### src/rtl/control_sequencer_pkg.sv
// Shared opcodes, ALU operation codes, sequencer states and the decoded control bundle
// for the fetch/decode/PC sequencer.
package riscv_ctrl_pkg;

  localparam logic [6:0] OPC_RTYPE  = 7'b0110011;
  localparam logic [6:0] OPC_IALU   = 7'b0010011;
  localparam logic [6:0] OPC_LOAD   = 7'b0000011;
  localparam logic [6:0] OPC_STORE  = 7'b0100011;
  localparam logic [6:0] OPC_BRANCH = 7'b1100011;
  localparam logic [6:0] OPC_LUI    = 7'b0110111;
  localparam logic [6:0] OPC_JAL    = 7'b1101111;

  localparam logic [5:0] ALU_NONE = 6'd0;
  localparam logic [5:0] ALU_ADD  = 6'd1;
  localparam logic [5:0] ALU_SUB  = 6'd2;
  localparam logic [5:0] ALU_AND  = 6'd3;
  localparam logic [5:0] ALU_OR   = 6'd4;
  localparam logic [5:0] ALU_XOR  = 6'd5;
  localparam logic [5:0] ALU_SLL  = 6'd6;
  localparam logic [5:0] ALU_SRL  = 6'd7;
  localparam logic [5:0] ALU_SRA  = 6'd8;
  localparam logic [5:0] ALU_SLT  = 6'd9;
  localparam logic [5:0] ALU_ADDI = 6'd10;
  localparam logic [5:0] ALU_EQ   = 6'd20;
  localparam logic [5:0] ALU_NE   = 6'd21;
  localparam logic [5:0] ALU_LT   = 6'd22;
  localparam logic [5:0] ALU_GE   = 6'd23;

  typedef enum logic [1:0] {StFetch, StDecode, StExec, StTrap} state_e;

  typedef struct packed {
    logic [4:0]  rs1;
    logic [4:0]  rs2;
    logic [4:0]  rd;
    logic [5:0]  alu;
    logic [31:0] imm;
    logic [3:0]  shamt;
    logic [31:0] imm_lui;
    logic [31:0] imm_jump;
    logic [31:0] imm_branch;
    logic        lb;
    logic        sw;
    logic        lui;
    logic        jump;
    logic        beq;
    logic        bne;
    logic        bge;
    logic        blt;
  } ctrl_t;

endpackage

### src/rtl/control_sequencer_if.sv
// Instruction-memory fetch handshake between the sequencer (master) and imem (slave).
interface control_sequencer_if;
  logic        imem_req;
  logic [31:0] imem_addr;
  logic        imem_valid;
  logic [31:0] imem_instr;

  modport master (output imem_req, output imem_addr, input imem_valid, input imem_instr);
  modport slave  (input imem_req, input imem_addr, output imem_valid, output imem_instr);
endinterface

### src/rtl/control_sequencer_decoder.sv
// Combinational RV32I-subset decoder: one instruction word in, control bundle and
// an illegal flag out.
module instr_decoder
  import riscv_ctrl_pkg::*;
(
  input  logic [31:0] instr_i,
  output ctrl_t       ctrl_o,
  output logic        illegal_o
);

  logic [6:0] opcode;
  logic [2:0] funct3;
  logic       alt;

  assign opcode = instr_i[6:0];
  assign funct3 = instr_i[14:12];
  assign alt    = instr_i[30];  // funct7[5]: sub / sra selector

  always_comb begin
    ctrl_o            = '0;
    illegal_o         = 1'b0;
    ctrl_o.rs1        = instr_i[19:15];
    ctrl_o.rs2        = instr_i[24:20];
    ctrl_o.rd         = instr_i[11:7];
    ctrl_o.shamt      = instr_i[23:20];
    ctrl_o.imm        = {{20{instr_i[31]}}, instr_i[31:20]};
    ctrl_o.imm_lui    = {instr_i[31:12], 12'b0};
    ctrl_o.imm_jump   = {{11{instr_i[31]}}, instr_i[31], instr_i[19:12], instr_i[20],
                         instr_i[30:21], 1'b0};
    ctrl_o.imm_branch = {{19{instr_i[31]}}, instr_i[31], instr_i[7], instr_i[30:25],
                         instr_i[11:8], 1'b0};

    case (opcode)
      OPC_RTYPE: begin
        case (funct3)
          3'b000:  ctrl_o.alu = alt ? ALU_SUB : ALU_ADD;
          3'b001:  ctrl_o.alu = ALU_SLL;
          3'b010:  ctrl_o.alu = ALU_SLT;
          3'b100:  ctrl_o.alu = ALU_XOR;
          3'b101:  ctrl_o.alu = alt ? ALU_SRA : ALU_SRL;
          3'b110:  ctrl_o.alu = ALU_OR;
          3'b111:  ctrl_o.alu = ALU_AND;
          default: illegal_o  = 1'b1;
        endcase
      end
      OPC_IALU: begin
        case (funct3)
          3'b000:  ctrl_o.alu = ALU_ADDI;
          3'b001:  ctrl_o.alu = ALU_SLL;
          3'b100:  ctrl_o.alu = ALU_XOR;
          3'b101:  ctrl_o.alu = alt ? ALU_SRA : ALU_SRL;
          3'b110:  ctrl_o.alu = ALU_OR;
          3'b111:  ctrl_o.alu = ALU_AND;
          default: illegal_o  = 1'b1;
        endcase
      end
      OPC_LOAD: begin
        if (funct3 == 3'b000) begin
          ctrl_o.lb  = 1'b1;
          ctrl_o.alu = ALU_ADD;
        end else begin
          illegal_o = 1'b1;
        end
      end
      OPC_STORE: begin
        if (funct3 == 3'b010) begin
          ctrl_o.sw  = 1'b1;
          ctrl_o.alu = ALU_ADD;
          ctrl_o.imm = {{20{instr_i[31]}}, instr_i[31:25], instr_i[11:7]};
        end else begin
          illegal_o = 1'b1;
        end
      end
      OPC_BRANCH: begin
        case (funct3)
          3'b000:  begin ctrl_o.beq = 1'b1; ctrl_o.alu = ALU_EQ; end
          3'b001:  begin ctrl_o.bne = 1'b1; ctrl_o.alu = ALU_NE; end
          3'b100:  begin ctrl_o.blt = 1'b1; ctrl_o.alu = ALU_LT; end
          3'b101:  begin ctrl_o.bge = 1'b1; ctrl_o.alu = ALU_GE; end
          default: illegal_o = 1'b1;
        endcase
      end
      OPC_LUI: ctrl_o.lui  = 1'b1;
      OPC_JAL: ctrl_o.jump = 1'b1;
      default: illegal_o   = 1'b1;
    endcase
  end

endmodule

### src/rtl/control_sequencer.sv
// Multi-cycle FETCH/DECODE/EXEC sequencer: fetches from imem, registers decoded controls
// for the data path, and resolves the next PC from the data-path branch flags.
module control_sequencer
  import riscv_ctrl_pkg::*;
#(
  parameter logic [31:0] RESET_PC = 32'h0000_0000,
  parameter logic [31:0] PC_STEP  = 32'd4
) (
  input  logic                 clk,
  input  logic                 rst,
  control_sequencer_if.master  imem,
  output logic [4:0]           read_reg_num1,
  output logic [4:0]           read_reg_num2,
  output logic [4:0]           write_reg_num1,
  output logic [5:0]           alu_control,
  output logic [31:0]          imm_val,
  output logic [3:0]           shamt,
  output logic                 lb,
  output logic                 sw,
  output logic                 lui_control,
  output logic                 jump,
  output logic                 beq_control,
  output logic                 bne_control,
  output logic                 bgeq_control,
  output logic                 blt_control,
  output logic [31:0]          imm_val_lui,
  output logic [31:0]          imm_val_jump,
  output logic [31:0]          return_address,
  input  logic                 beq,
  input  logic                 bneq,
  input  logic                 bge,
  input  logic                 blt,
  output logic [31:0]          pc,
  output logic                 illegal
);

  state_e      state_q;
  logic [31:0] pc_q;
  logic [31:0] instr_q;
  logic        illegal_q;
  logic [4:0]  rs1_q;
  logic [4:0]  rs2_q;
  logic [4:0]  rd_q;
  logic [5:0]  alu_q;
  logic [31:0] imm_q;
  logic [3:0]  shamt_q;
  logic [31:0] imm_lui_q;
  logic [31:0] imm_jump_q;
  logic [31:0] imm_branch_q;
  logic [31:0] ret_q;
  logic        lb_q;
  logic        sw_q;
  logic        lui_q;
  logic        jump_q;
  logic        beq_q;
  logic        bne_q;
  logic        bge_q;
  logic        blt_q;

  ctrl_t       dec;
  logic        dec_illegal;
  logic        taken;
  logic [31:0] pc_next;

  instr_decoder u_decoder (
    .instr_i   (instr_q),
    .ctrl_o    (dec),
    .illegal_o (dec_illegal)
  );

  // Qualifiers are one-hot, so each flag only counts alongside its own qualifier.
  always_comb begin
    taken = (beq_q & beq) | (bne_q & bneq) | (bge_q & bge) | (blt_q & blt);
    if (jump_q) begin
      pc_next = pc_q + imm_jump_q;
    end else if (taken) begin
      pc_next = pc_q + imm_branch_q;
    end else begin
      pc_next = pc_q + PC_STEP;
    end
  end

  always_ff @(posedge clk or negedge rst) begin
    if (!rst) begin
      state_q      <= StFetch;
      pc_q         <= RESET_PC;
      instr_q      <= '0;
      illegal_q    <= 1'b0;
      rs1_q        <= '0;
      rs2_q        <= '0;
      rd_q         <= '0;
      alu_q        <= '0;
      imm_q        <= '0;
      shamt_q      <= '0;
      imm_lui_q    <= '0;
      imm_jump_q   <= '0;
      imm_branch_q <= '0;
      ret_q        <= '0;
      lb_q         <= 1'b0;
      sw_q         <= 1'b0;
      lui_q        <= 1'b0;
      jump_q       <= 1'b0;
      beq_q        <= 1'b0;
      bne_q        <= 1'b0;
      bge_q        <= 1'b0;
      blt_q        <= 1'b0;
    end else begin
      unique case (state_q)
        StFetch: begin
          if (imem.imem_valid) begin
            instr_q <= imem.imem_instr;
            state_q <= StDecode;
          end
        end
        StDecode: begin
          rs1_q        <= dec.rs1;
          rs2_q        <= dec.rs2;
          rd_q         <= dec.rd;
          alu_q        <= dec.alu;
          imm_q        <= dec.imm;
          shamt_q      <= dec.shamt;
          imm_lui_q    <= dec.imm_lui;
          imm_jump_q   <= dec.imm_jump;
          imm_branch_q <= dec.imm_branch;
          ret_q        <= pc_q + PC_STEP;
          if (dec_illegal) begin
            illegal_q <= 1'b1;
            state_q   <= StTrap;
          end else begin
            lb_q    <= dec.lb;
            sw_q    <= dec.sw;
            lui_q   <= dec.lui;
            jump_q  <= dec.jump;
            beq_q   <= dec.beq;
            bne_q   <= dec.bne;
            bge_q   <= dec.bge;
            blt_q   <= dec.blt;
            state_q <= StExec;
          end
        end
        StExec: begin
          pc_q    <= pc_next;
          lb_q    <= 1'b0;
          sw_q    <= 1'b0;
          lui_q   <= 1'b0;
          jump_q  <= 1'b0;
          beq_q   <= 1'b0;
          bne_q   <= 1'b0;
          bge_q   <= 1'b0;
          blt_q   <= 1'b0;
          state_q <= StFetch;
        end
        StTrap: illegal_q <= 1'b1;
        default: state_q <= StTrap;
      endcase
    end
  end

  assign imem.imem_req  = (state_q == StFetch);
  assign imem.imem_addr = pc_q;

  assign read_reg_num1  = rs1_q;
  assign read_reg_num2  = rs2_q;
  assign write_reg_num1 = rd_q;
  assign alu_control    = alu_q;
  assign imm_val        = imm_q;
  assign shamt          = shamt_q;
  assign lb             = lb_q;
  assign sw             = sw_q;
  assign lui_control    = lui_q;
  assign jump           = jump_q;
  assign beq_control    = beq_q;
  assign bne_control    = bne_q;
  assign bgeq_control   = bge_q;
  assign blt_control    = blt_q;
  assign imm_val_lui    = imm_lui_q;
  assign imm_val_jump   = imm_jump_q;
  assign return_address = ret_q;
  assign pc             = pc_q;
  assign illegal        = illegal_q;

endmodule

### src/flat_wrapper.sv
// flat-port wrapper written by rule: the top's interface ports become plain ports
module control_sequencer_flat import riscv_ctrl_pkg::*;
#(
  parameter logic [31:0] RESET_PC = 32'h0000_0000,
  parameter logic [31:0] PC_STEP  = 32'd4
)
  (clk, rst, read_reg_num1, read_reg_num2, write_reg_num1, alu_control, imm_val, shamt, lb, sw, lui_control, jump, beq_control, bne_control, bgeq_control, blt_control, imm_val_lui, imm_val_jump, return_address, beq, bneq, bge, blt, pc, illegal, imem_imem_req, imem_imem_addr, imem_imem_valid, imem_imem_instr);
  control_sequencer_if imem_i ();
  input  logic clk;
  input  logic rst;
  output logic [4:0] read_reg_num1;
  output logic [4:0] read_reg_num2;
  output logic [4:0] write_reg_num1;
  output logic [5:0] alu_control;
  output logic [31:0] imm_val;
  output logic [3:0] shamt;
  output logic lb;
  output logic sw;
  output logic lui_control;
  output logic jump;
  output logic beq_control;
  output logic bne_control;
  output logic bgeq_control;
  output logic blt_control;
  output logic [31:0] imm_val_lui;
  output logic [31:0] imm_val_jump;
  output logic [31:0] return_address;
  input  logic beq;
  input  logic bneq;
  input  logic bge;
  input  logic blt;
  output logic [31:0] pc;
  output logic illegal;
  output wire logic [$bits(imem_i.imem_req)-1:0] imem_imem_req;
  output wire logic [$bits(imem_i.imem_addr)-1:0] imem_imem_addr;
  input wire logic [$bits(imem_i.imem_valid)-1:0] imem_imem_valid;
  input wire logic [$bits(imem_i.imem_instr)-1:0] imem_imem_instr;
  assign imem_imem_req = imem_i.imem_req;
  assign imem_imem_addr = imem_i.imem_addr;
  assign imem_i.imem_valid = imem_imem_valid;
  assign imem_i.imem_instr = imem_imem_instr;
  control_sequencer #(.RESET_PC(RESET_PC), .PC_STEP(PC_STEP)) u_core (.clk(clk), .rst(rst), .imem(imem_i), .read_reg_num1(read_reg_num1), .read_reg_num2(read_reg_num2), .write_reg_num1(write_reg_num1), .alu_control(alu_control), .imm_val(imm_val), .shamt(shamt), .lb(lb), .sw(sw), .lui_control(lui_control), .jump(jump), .beq_control(beq_control), .bne_control(bne_control), .bgeq_control(bgeq_control), .blt_control(blt_control), .imm_val_lui(imm_val_lui), .imm_val_jump(imm_val_jump), .return_address(return_address), .beq(beq), .bneq(bneq), .bge(bge), .blt(blt), .pc(pc), .illegal(illegal));
endmodule
### config.mk
export PLATFORM = sky130hd
export DESIGN_NAME = control_sequencer_flat
export DESIGN_NICKNAME = d
export VERILOG_FILES = /design/src/rtl/control_sequencer_pkg.sv /design/src/rtl/control_sequencer_if.sv /design/src/rtl/control_sequencer_decoder.sv /design/src/rtl/control_sequencer.sv /design/src/flat_wrapper.sv
export SDC_FILE = /design/constraint.sdc
export NUM_CORES = 1
export LEC_CHECK = 0
export BUFFER_PORTS_ARGS = -buffer_cell sky130_fd_sc_hd__buf_2
export CAP_MARGIN = 25
export CORE_ASPECT_RATIO = 0.5
export CORE_MARGIN = 1.5
export CORE_UTILIZATION = 55
export DETAILED_ROUTE_END_ITERATION = 12
export MAX_ROUTING_LAYER = met4
export PLACE_DENSITY = 0.86
export SYNTH_ARGS = -nofsm -noshare
export SYNTH_HDL_FRONTEND = slang
export SYNTH_SLANG_ARGS = --single-unit
### constraint.sdc
create_clock -name clk -period 7.15 [get_ports clk]
set_clock_uncertainty 0.15 [all_clocks]
set_input_delay 1.43 -clock clk [delete_from_list [all_inputs] [get_ports clk]]
set_output_delay 1.43 -clock clk [all_outputs]
set_load 0.01 [all_outputs]
# Yosys cells after proc, flatten, opt, wreduce, memory -nomap -nowiden
# Index checks and enable logic that the tools add are counted.
# classes
add_sub_neg	3
eq_ne	19
mux	48
bitwise_logic	7
n_reduce_logical	13
# ops
cell	n
$mux 32	3
$add 32x32->32	2
$pmux 6 s7	1
$mux 33	1
$add 32x3->32 const B	1
$pmux 6 s5	1
$mux 1	25
$pmux 4 s6	1
$eq 7x6->1 const B	3
$pmux 5 s4	1
$pmux 1 s2	9
$eq 7x7->1 const B	2
$eq 3x3->1 const B	4
$mux 4	2
$reduce_and 2->1	4
$eq 7x2->1 const B	1
$eq 7x5->1 const B	1
$reduce_or 7->1	1
$pmux 1 s6	1
$pmux 2 s3	1
$reduce_or 6->1	1
$and 1x1->1	4
$eq 2x2->1 const B	2
$mux 2	2
12 further kinds	16
# word_totals
reg_bits	216
input_bits	39
out_inout_bits	227
word_cells	112

# Depth between registers and ports, before layout
# logic_depth
depth_word	6
depth_mapped	12
depth_no_buf	12

# By module
# Synthesis repeated with hierarchy kept, for this count alone.
# unflattened
cells_unflattened	1893
area_unflattened_um2	15942.8
# modules_own_cells
module	instances	cells_each	area_each_um2	seq_area_each_um2
control_sequencer	1	1689	14406.3	6506.2
instr_decoder	1	204	1536.5	0.0

# Worst setup path before layout
# OpenSTA, ideal clock, no wires.
# synth_path
kind	register to register
startpoint	register u_core.imm_val[30] (netlist name)
endpoint	register u_core.pc_q[31] (netlist: u_core.imem.imem_addr[31])
setup_time_ns	0.066
t_arrival_ns	3.411
required_ns	6.934
slack_ns	3.523
path_stages_with_launch	11
path_buffers	0
synth_period_minus_slack_ns	3.627
path_cell_list	dfrtp_1 > ha_1 > a21oi_1 > nor2_1 > a211oi_1 > o21ai_0 > or2_1 > o211a_1 > or3_1 > a21oi_1 > a221o_1
# synth_lines
element	line	rtl
end signal: assignment	control_sequencer.sv:142	pc_q <= pc_next;
end: declaration	control_sequencer.sv:38	logic [31:0] pc_q;

# Worst setup path after layout
# layout_path
startpoint	input port bge
endpoint	register u_core.pc_q[22] (netlist: u_core.imem.imem_addr[22])
# layout_between
elab_chain_len	5
# layout_rtl
element	line	rtl
start: declaration	flat_wrapper.sv:30	input logic bge;
$and 1x1->1	control_sequencer.sv:73	taken = (beq_q & beq) | (bne_q & bneq) | (bge_q & bge) | (blt_q & blt);
$or 1x1->1 (2 in series)	control_sequencer.sv:73	
$mux 32	control_sequencer.sv:76	end else if (taken) begin
$mux 32	control_sequencer.sv:74	if (jump_q) begin
# Every way passes these cells.
# A chain may end at the register's enable or synchronous reset.

==> results.md <==
* Most Used Layer, Global Route: met2
* Met2 track demand over resource in global routing at 0.4849
* Pin count of the biggest net entering global routing at roughly 100
* Pwr Total at a little over 5000 uW
* Number of vias in the routed layout at slightly above 9k
* Root buffer cell: sky130_fd_sc_hd__clkbuf_16
* DRC violation count after routing at 0
* Total negative setup slack at 0 ns
* Critical path start-end classification: in2reg
* Aggregate global routing overflow at 0
* # rows at 34
* Critical hold path startpoint: u_core.alu_control[1]
* Kind of path behind the tightest hold check: reg2reg
* Floorplan die width at around 200 microns
* Total number of nets in the final design at between 1k and 1.5k
* Wirelength, routed at roughly 30 mm
* Via density per instance at between 6 and 7
* DP HPWL at between 20 and 25 mm
* Total global-route track usage at 0.3119
* Required @ worst endpoint at between 7 and 8 ns
* Crit Path Max Fanout at 21
* Core region area at between 15000 and 20000 sq um
* Timing-limited maximum frequency at approximately 260 MHz
* Setup repair after global routing missed its margin: false
* CP most frequent cell: sky130_fd_sc_hd__o21ai_0
* Synthesized area per cell at between 8 and 9 sq um
* Reg-to-reg setup timing slack at approximately 3.6 ns
* Share of final-layout standard cells stronger than drive strength 1 at 0.2875
* Clock tree from TritonCTS: done
* Post-synth EDFFs at 0
* Die Height at about 99 microns
* Post-cts repair resize count at 0
* Met3 usage in global routing at 0.06307
* Number of top-level pins at approximately 270
* H-tree level count at 4
* Worst-path clk slew at ~0.070 ns
* First-pass GRT wire length at between 40 and 50 mm
* Layout Area Growth over Synthesis at 11.52%
* Number of buffers added on ports at around 250
* Critical Path End Type: flop
* Final min period at approximately 3.8 ns
* Area of the multi-input gates at about 5600 sq um
* Max capacitance violation total at 0
* Static Leak at 0.005315 uW
* GR Layer Usage met1 at 0.4187
* Depth of the worst register-to-register path at 10
* Area of all sequential standard cells at roughly 3500 sq um
* Initial cell density of the core at 0.5743
* Number of failing hold endpoints at the final stage at 0
* Critical path data arrival time at about 4 ns
* Cell Chain, Critical Path: buf_2, a22o_1, a221oi_2, buf_4, nand2_1, o21a_1, o21ai_0, nor2_1, o21ai_0, nand4b_1, a32o_1
* Pins Over Slew Limit at 0
* Die Area at roughly 19000 sq um
* Maximum root-to-sink buffer count at 2
* Number of sinks handled by clock tree synthesis at 140
* Kind of start point of the critical path: input pin
* Delay-heaviest family, CP: compound AO/OA/AOI/OAI gates
* Tightest Pin Transition at 1.029 ns
* Final Setup Violations at 0
* Delay of the slowest cell on the worst path at around 0.50 ns
* Worst rel slew slack at 0.3138
* Number of CTS-inserted buffers at 17
* Worst slack, placed at between 3 and 4 ns
* Synth Instances at 1159
* Yosys warns at 0
* Launch instance of the worst register-to-register path: u_core.imem.imem_addr[7]
* Top-count cell post-synth: sky130_fd_sc_hd__dfrtp_1
* Syn Std Cell Area at approximately 10000 sq um
* Clock insertion delay at the later pin of the skew report at roughly 0.43 ns
* Period utilisation layout at 0.5283
* Result of the run: finished, final reports clean
* Cell type with the highest aggregate area in the netlist: sky130_fd_sc_hd__dfrtp_1
* Bufs and invs on worst path at 2
* First-pass iteration count of the detailed router at 5
* Primary flip-flop cell chosen by synthesis mapping: sky130_fd_sc_hd__dfrtp_1
* GPL Wtd Cong at 1.026
* Remaining number of nets flagged by the antenna check after routing at 0
* FFs w/ async S/R, synth at 1.000
* Netlist cell types at 78
* Power per cell area at 441.8 nW/um^2
* Mean routed wirelength per cell at a little under 20 microns
* Area share of the largest cell type after synthesis at 0.3431
* Final worst slack at roughly 3.4 ns
* Initial antenna violation count at 1
* Share of the yosys chip area belonging to registers at 0.3431
* Hold buffer count at CTS at 0
* Commonest cells post-synth: sky130_fd_sc_hd__dfrtp_1, sky130_fd_sc_hd__buf_4, sky130_fd_sc_hd__a21oi_1
* Filler cells at about 1.5k
* Top area cells in the synthesized netlist: sky130_fd_sc_hd__dfrtp_1, sky130_fd_sc_hd__buf_4, sky130_fd_sc_hd__mux2_2
* Post-CTS Setup Bufs at 0
* Number of global-route vias before repair at about 8.7k
* Endpoint, Worst Hold: u_core.alu_control[1]
* Hold path depth at 1
* Register bit count reported by yosys at 140
* Initial DRC Count at slightly above 800
* Cell at the slowest stage of the critical path: sky130_fd_sc_hd__nand2_1
* Worst voltage drop across the vdd grid at approximately 0.24 mV
* Critical register-to-register path endpoint: u_core.imem.imem_addr[24]
[registers in the layout, summed over array words and instances (netlist names), 2 cells and up]
signal,count
u_core.imem.imem_addr,31
u_core.instr_q,32
u_core.imm_val_lui,5
u_core.write_reg_num1,4
u_core.read_reg_num1,4
u_core.alu_control,5
u_core.return_address,31
u_core.shamt,3
u_core.state_q,2
u_core.imm_val,12
[layer usage]
metal / wire [microns] / vias to the layer above
li1: - / 4254
met1: 12620 / 4472
met2: 13840 / 526
met3: 2736 / 58
met4: 484 / 0
met5: 0 / -
[placed cells by master (no fill, tap or decap), types with 4 or more instances in the layout]
| master | Yosys | layout |
|---|---|---|
| sky130_fd_sc_hd__buf_2 | 4 | 247 |
| sky130_fd_sc_hd__dfrtp_1 | 140 | 140 |
| sky130_fd_sc_hd__a21oi_1 | 107 | 107 |
| sky130_fd_sc_hd__nor2_1 | 104 | 104 |
| sky130_fd_sc_hd__nand2_1 | 103 | 103 |
| sky130_fd_sc_hd__o21ai_0 | 65 | 65 |
| sky130_fd_sc_hd__mux2_2 | 63 | 63 |
| sky130_fd_sc_hd__ha_1 | 49 | 47 |
| sky130_fd_sc_hd__nand3_1 | 33 | 33 |
| sky130_fd_sc_hd__xor2_1 | 32 | 32 |
| sky130_fd_sc_hd__xnor2_1 | 31 | 31 |
| sky130_fd_sc_hd__inv_1 | 21 | 21 |
| sky130_fd_sc_hd__a21o_1 | 18 | 18 |
| sky130_fd_sc_hd__conb_1 | 1 | 17 |
| sky130_fd_sc_hd__clkbuf_16 | 0 | 17 |
| sky130_fd_sc_hd__and3_1 | 16 | 16 |
| sky130_fd_sc_hd__a31oi_1 | 13 | 13 |
| sky130_fd_sc_hd__nor3_1 | 11 | 11 |
| sky130_fd_sc_hd__nand4_1 | 11 | 11 |
| sky130_fd_sc_hd__buf_4 | 120 | 11 |
| sky130_fd_sc_hd__a211oi_1 | 10 | 10 |
| sky130_fd_sc_hd__mux2i_1 | 10 | 10 |
| sky130_fd_sc_hd__a22o_1 | 7 | 7 |
| sky130_fd_sc_hd__nand2b_1 | 7 | 7 |
| sky130_fd_sc_hd__o211ai_1 | 7 | 7 |
| sky130_fd_sc_hd__o21a_1 | 7 | 7 |
| sky130_fd_sc_hd__o22ai_1 | 7 | 7 |
| sky130_fd_sc_hd__nor2b_1 | 7 | 7 |
| sky130_fd_sc_hd__or3_1 | 6 | 6 |
| sky130_fd_sc_hd__o41ai_1 | 6 | 6 |
| sky130_fd_sc_hd__inv_6 | 0 | 6 |
| sky130_fd_sc_hd__a221o_1 | 4 | 4 |
| sky130_fd_sc_hd__a211o_1 | 4 | 4 |
| sky130_fd_sc_hd__o31ai_1 | 4 | 4 |
| sky130_fd_sc_hd__nor4_1 | 4 | 4 |
| sky130_fd_sc_hd__a2bb2oi_1 | 4 | 4 |
| sky130_fd_sc_hd__o21bai_1 | 4 | 4 |
[metrics by stage]
stage | util | hold WS [ns] | instances | area (sq um)
after floorplan | - | 0.3182 | 1175 | 10270
after global placement | 0.6061 | 0.3255 | 1489 | 10780
after detailed placement | 0.6061 | 0.3176 | 1489 | 10780
after CTS | 0.6399 | 0.3438 | 1520 | 11380
after global routing | 0.6404 | 0.3667 | 1522 | 11390
final | 0.6404 | 0.3457 | 1522 | 11390
[where the power goes]
group | internal (uW) | switching (uW)
clock network | 527 | 393
logic | 1130 | 1610
registers | 1050 | 321
[worst max path at each step]
stage | slack, ns | cells after the start | startpoint | endpoint
final | 3.37 | 11 | bge | u_core.imem.imem_addr[22]
after global routing | 3.24 | 11 | bge | u_core.imem.imem_addr[22]
after CTS | 3.47 | 11 | bge | u_core.imem.imem_addr[22]
after detailed placement | 3.05 | 11 | bge | u_core.imem.imem_addr[22]
after global placement | 3.14 | 11 | bge | u_core.imem.imem_addr[22]
after floorplan | 3.52 | 10 | u_core.imm_val[30] | u_core.imem.imem_addr[31]
[area by class of cell]
cell class	instances	share of cell area
multi-input cells	834	0.4893
flip-flops and latches	140	0.3076
repair buffers	259	0.1168
clock buffers	17	0.03735
well taps	234	0.02571
clock inverters	14	0.01538
inverters	23	0.007581
diodes	1	0.0002197
[logic make-up (layout without fill, tap and decap cells)]
logic type | after synthesis | count (layout) | share of synthesized area
and+or+nand+nor | 323 | 323 | 0.1476
buffers and inverters | 201 | 313 | 0.1192
other | 1 | 18 | 0.0003672
muxes | 73 | 73 | 0.07927
DFF | 140 | 140 | 0.3431
adders and majority gates | 51 | 51 | 0.06396
AOI/OAI and AO/OA | 307 | 307 | 0.1925
xor gates and xnor gates | 63 | 63 | 0.05403
Note: power is estimated with default switching activity, not from simulation.
